$ cat config.mk
export PLATFORM = sky130hd
export DESIGN_NAME = regfile_2r1w_clr
export DESIGN_NICKNAME = d
export VERILOG_FILES = /design/src/rtl/regfile_2r1w_clr_pkg.sv /design/src/rtl/regfile_clear_fsm.sv /design/src/rtl/regfile_2r1w_clr.sv
export SDC_FILE = /design/constraint.sdc
export NUM_CORES = 1
export LEC_CHECK = 0
export ABC_AREA = 1
export BUFFER_PORTS_ARGS = -buffer_cell sky130_fd_sc_hd__buf_4
export CAP_MARGIN = 20
export CELL_PAD_IN_SITES_DETAIL_PLACEMENT = 0
export CELL_PAD_IN_SITES_GLOBAL_PLACEMENT = 1
export CORE_UTILIZATION = 47
export CTS_BUF_LIST = sky130_fd_sc_hd__clkbuf_16
export CTS_CLUSTER_SIZE = 25
export DETAILED_ROUTE_END_ITERATION = 8
export HOLD_SLACK_MARGIN = 0.02
export PLACE_DENSITY = 0.92
export SETUP_SLACK_MARGIN = 0.1
export SLEW_MARGIN = 25
export SYNTH_ARGS = -nofsm -noshare
export SYNTH_HDL_FRONTEND = slang
export SYNTH_SLANG_ARGS = --single-unit
$ cat constraint.sdc
create_clock -name clock -period 3.1 [get_ports clock]
set_input_delay 0.155 -clock clock [delete_from_list [all_inputs] [get_ports clock]]
set_output_delay 0.155 -clock clock [all_outputs]
set_load 0.03 [all_outputs]
$ cat src/rtl/regfile_2r1w_clr_pkg.sv
// ============================================================================
//  Module      : regfile_2r1w_clr_pkg
//  Description : Shared widths and clear-FSM state encodings for the
//                2-read/1-write register file.
//  Revision    : 1.0 - initial release
// ============================================================================
`default_nettype none

`ifndef DEFAULT_WIDTH
`define DEFAULT_WIDTH 8
`endif

package regfile_2r1w_clr_pkg;

    localparam int RF_DEFAULT_WIDTH = `DEFAULT_WIDTH;

    typedef logic [0:0] rf_state_t;

    localparam logic [0:0] RF_ST_CLEAR = 1'b0;
    localparam logic [0:0] RF_ST_READY = 1'b1;

endpackage

`default_nettype wire

$ cat src/rtl/regfile_clear_fsm.sv
// ============================================================================
//  Module      : regfile_clear_fsm
//  Description : Sweep sequencer that zeroes every register file entry after
//                reset or on request, then flags the file ready.
//  Revision    : 1.0 - initial release
// ============================================================================
`default_nettype none

module regfile_clear_fsm
    import regfile_2r1w_clr_pkg::*;
#(
    parameter int bits = 3
) (
    input  logic            clock,
    input  logic            reset_n,
    input  logic            clear_req,
    output logic            ready,
    output logic            clr_we,
    output logic [bits-1:0] clr_addr
);

    localparam logic [bits-1:0] c_last_idx = '1;

    rf_state_t       r_state;
    logic [bits-1:0] r_clr_idx;
    logic            r_ready;

    always_ff @(posedge clock) begin
        if (!reset_n) begin
            r_state   <= RF_ST_CLEAR;
            r_clr_idx <= '0;
            r_ready   <= 1'b0;
        end else begin
            case (r_state)
                RF_ST_CLEAR: begin
                    r_clr_idx <= r_clr_idx + 1'b1;
                    if (r_clr_idx == c_last_idx) begin
                        r_state <= RF_ST_READY;
                        r_ready <= 1'b1;
                    end
                end
                RF_ST_READY: begin
                    if (clear_req) begin
                        r_state   <= RF_ST_CLEAR;
                        r_clr_idx <= '0;
                        r_ready   <= 1'b0;
                    end
                end
                default: begin
                    r_state   <= RF_ST_CLEAR;
                    r_clr_idx <= '0;
                    r_ready   <= 1'b0;
                end
            endcase
        end
    end

    // Reset itself must never disturb memory contents.
    assign clr_we   = reset_n & (r_state == RF_ST_CLEAR);
    assign clr_addr = r_clr_idx;
    assign ready    = r_ready;

endmodule

`default_nettype wire

$ cat src/rtl/regfile_2r1w_clr.sv
// ============================================================================
//  Module      : regfile_2r1w_clr
//  Description : 2-read/1-write register file with sequential clear sweep and
//                optional hardwired-zero entry 0.
//                Define REGFILE_BYPASS_EN for write-first read forwarding.
//  Revision    : 1.0 - initial release
// ============================================================================
`default_nettype none

module regfile_2r1w_clr
    import regfile_2r1w_clr_pkg::*;
#(
    parameter int n        = RF_DEFAULT_WIDTH,
    parameter int bits     = 3,
    parameter int ZERO_REG = 0
) (
    input  logic            clock,
    input  logic            reset_n,
    input  logic            clear_req,
    input  logic            write_enable,
    input  logic [bits-1:0] write_addr,
    input  logic [n-1:0]    write_data,
    input  logic [bits-1:0] read_addr_a,
    input  logic [bits-1:0] read_addr_b,
    output logic [n-1:0]    read_data_a,
    output logic [n-1:0]    read_data_b,
    output logic            ready
);

    localparam int c_depth    = 2 ** bits;
    localparam bit c_zero_reg = (ZERO_REG != 0);

    logic [n-1:0]    r_mem [c_depth];
    logic            w_ready;
    logic            w_clr_we;
    logic [bits-1:0] w_clr_addr;
    logic            w_ext_we;
    logic [bits-1:0] w_raddr [2];
    logic [n-1:0]    w_rdata [2];

    regfile_clear_fsm #(
        .bits      (bits)
    ) u_clear_fsm (
        .clock     (clock),
        .reset_n   (reset_n),
        .clear_req (clear_req),
        .ready     (w_ready),
        .clr_we    (w_clr_we),
        .clr_addr  (w_clr_addr)
    );

    // A clear request wins over a coincident write; entry 0 drops writes when hardwired.
    assign w_ext_we = reset_n & w_ready & write_enable & ~clear_req
                    & ~(c_zero_reg & (write_addr == '0));

    always_ff @(posedge clock) begin
        if (w_clr_we) begin
            r_mem[w_clr_addr] <= '0;
        end else if (w_ext_we) begin
            r_mem[write_addr] <= write_data;
        end
    end

`ifdef REGFILE_BYPASS_EN
    logic w_bypass_ok;
    assign w_bypass_ok = w_ready & write_enable & ~clear_req;
`endif

    assign w_raddr[0] = read_addr_a;
    assign w_raddr[1] = read_addr_b;

    for (genvar p = 0; p < 2; p++) begin : g_rd_port
        always_comb begin
            w_rdata[p] = r_mem[w_raddr[p]];
`ifdef REGFILE_BYPASS_EN
            if (w_bypass_ok && (write_addr == w_raddr[p])) begin
                w_rdata[p] = write_data;
            end
`endif
            if (!w_ready || (c_zero_reg && (w_raddr[p] == '0))) begin
                w_rdata[p] = '0;
            end
        end
    end

    assign read_data_a = w_rdata[0];
    assign read_data_b = w_rdata[1];
    assign ready       = w_ready;

endmodule

`default_nettype wire
==> impl_metrics.env <==
export IMPL_cts_buffers=9
export IMPL_avgViaCountPerCell=5.24
export IMPL_yosysUniqueCellTypes=20
export IMPL_grt_pass1_wl_mm=16.9
export IMPL_dr_pass1_iters=5
export IMPL_io_buffers=37
export IMPL_yosysTopAreaCellShare=0.491
export IMPL_initialDrtViolationCount=367
export IMPL_end_kind="output port"
export IMPL_cp_data_required_time_ns=2.94
export IMPL_yosys_area_top_type="edfxtp_1"
export IMPL_drv_cap=0
export IMPL_finalSetupViolations=0
export IMPL_rows=32
export IMPL_cts_sinks=69
export IMPL_post_cts_buffers=0
export IMPL_yosysSeqAreaShare=0.516
export IMPL_finalHoldViolCount=0
export IMPL_track_usage=0.265
export IMPL_outcome="finished, final reports clean"
export IMPL_cp_endpoint="read_data_b[2]"
export IMPL_drc=0
export IMPL_critical_path_arrival_ns=1.85
export IMPL_tns_ns=0
export IMPL_fp_dieW_um=93.3
export IMPL_h_tree_depth=3
export IMPL_power_density_nw_per_um2=533
export IMPL_ys_top_cells_by_area="edfxtp_1 49%, nand2_1 17%, nand3_1 11%, inv_1 8.3%, nor2_1 4.8%"
export IMPL_fin_worst_skew_ns=0.00952
export IMPL_coreArea_um2=7890
export IMPL_slew_headroom=0.333
export IMPL_yosysMostFrequentCell="nand2_1"
export IMPL_synth_ff_type="edfxtp_1"
export IMPL_fill_cells=730
export IMPL_place_congestion=0.854
export IMPL_critPathLaunch="read_addr_b[0]"
export IMPL_fin_nets=561
export IMPL_grt_pass1_vias=3289
export IMPL_syn_num_nets=539
export IMPL_clock_fmax_mhz=499
export IMPL_dieArea_um2=8700
export IMPL_path_class="input port to output port"
export IMPL_yosys_warnings=0
export IMPL_synth_common_cells="180 x nand2_1, 87 x inv_1, 86 x nand3_1"
export IMPL_ys_ff_latch=69
export IMPL_synth_edff_count=64
export IMPL_cts_tree="built"
export IMPL_worst_pin_slew_ns=0.999
export IMPL_clkLatencyLatePin_ns=0.33
export IMPL_syn_area_um2=3920
export IMPL_syn_inst=516
export IMPL_cts_hold_buf=0
export IMPL_overflow=0
export IMPL_ctsRootBufferMaster="clkbuf_16"
export IMPL_layout_area_overhead_vs_synth_pct=16.0
export IMPL_rrSetupSlack_ns=1.12
export IMPL_reg2reg_depth=4
export IMPL_wl_per_cell_um=16.2
export IMPL_fin_crit_sh=0.646
export IMPL_fin_crit_ns=2.00
export IMPL_vdd_drop_max_uv=460
export IMPL_ant_nets=0
export IMPL_layout_drive_gt1_share=0.116
export IMPL_clk_pin_slew_worst_paths_ns=0.06
export IMPL_dp_hpwl_mm=7.31
export IMPL_num_antenna_cells=0
export IMPL_rsz0062_at_grt="no"
export IMPL_fin_total_pwr_mw=2.42
export IMPL_grt_max_degree=34
export IMPL_vias=3382
export IMPL_antenna_found_initial=0
export IMPL_holdCritPathClass="input port to flop"
export IMPL_r2r_end="r_mem[3][0]"
export IMPL_start_util=0.496
export IMPL_start_kind="input port"
export IMPL_cts_resized=0
export IMPL_cp_max_fo=33
export IMPL_cts_buffer_depth=2
export IMPL_drt_wl_total_mm=10.4
export IMPL_drv_slew=0
export IMPL_ios=38
export IMPL_async_flop_share=0
export IMPL_dieHeight_um=93.3
export IMPL_rr_startpoint="u_clear_fsm.r_state"
export IMPL_power_leakage_nw=2.19
export IMPL_syn_avg_cell_area_um2=7.59
## critical path, cell delays in order
cell	delay (ns)
buf_4	0.22
inv_1	0.76
nand2_1	0.13
nand3_1	0.10
nand2_1	0.11
nor2_1	0.11
nor2_1	0.06
buf_4	0.16
## routing by layer
metal,part of all wire,global-route usage,vias to the layer above
met4,0.033,0.131,0
met5,0,0,-
met3,0.063,0.0366,21
met1,0.46,0.369,1558
met2,0.45,0.406,154
li1,-,-,1649
## layout by cell type (no fill, tap or decap)
cell	synthesis	routed
nor2_4	1	1
clkinv_4	0	3
nand3_4	1	1
nand3_1	86	86
edfxtp_1	64	64
buf_4	3	39
o21ai_0	4	4
nor2_1	50	50
inv_2	1	1
bufinv_16	0	3
nand3_2	2	2
nand2_1	180	180
inv_1	87	87
o21ai_1	1	1
dfxtp_1	5	5
a211oi_1	1	1
nand2_2	2	2
nor2_2	1	1
clkinvlp_4	0	1
ha_1	2	2
clkbuf_16	0	9
## through the flow
step	utilization	std cells	cell area (um^2)	worst slack, ns	hold WS (ns)
detailed placement	0.531	629	4190	1.09	0.446
finish	0.576	645	4540	1.10	0.102
global placement	0.531	629	4190	1.18	0.429
global route	0.576	645	4540	0.920	0.130
CTS	0.576	645	4540	1.09	0.105
floorplan	-	516	3920	1.15	0.291
## power by group
part	switching, mW	internal, mW	leakage [nW]
sequential	0.00997	1.03	0.605
combinational	0.143	0.0686	1.42
clock	0.379	0.789	0.166
total	0.532	1.89	2.19
## cells by family (layout without fill, tap and decap cells)
family | Yosys count | in the layout | share of synthesized area
AND/OR/NAND/NOR | 323 | 323 | 0.348
AO/OA/AOI/OAI | 6 | 6 | 0.00831
flip-flops | 69 | 69 | 0.516
buffers and inverters | 116 | 143 | 0.121
adder cells (fa/ha/maj) | 2 | 2 | 0.00639
## registers in the layout, indices dropped and copies added (netlist names)
signal,cells
r_mem,64
u_clear_fsm.clr_addr,3
u_clear_fsm.r_state,1
u_clear_fsm.ready,1
## area by class of cell
cell class / instances / area [um^2] / area share
Timing Repair Buffer: 39 / 293 / 0.0645
Inverter: 88 / 330 / 0.0727
Multi-Input combinational cell: 331 / 1420 / 0.312
Clock inverter: 7 / 124 / 0.0273
Tap cell: 102 / 128 / 0.0281
Sequential cell: 69 / 2020 / 0.445
Clock buffer: 9 / 225 / 0.0496
## how the worst min path moves through the flow
stage	slack (ns)	cells past startpoint	end	from
after floorplan	0.29	2	u_clear_fsm.clr_addr[0]	reset_n
after global placement	0.43	3	u_clear_fsm.r_state	reset_n
after detailed placement	0.45	3	u_clear_fsm.r_state	reset_n
after CTS	0.10	3	u_clear_fsm.clr_addr[0]	reset_n
after global routing	0.13	3	u_clear_fsm.r_state	reset_n
final	0.10	3	u_clear_fsm.r_state	reset_n
Note: power is estimated with default switching activity, not from simulation.
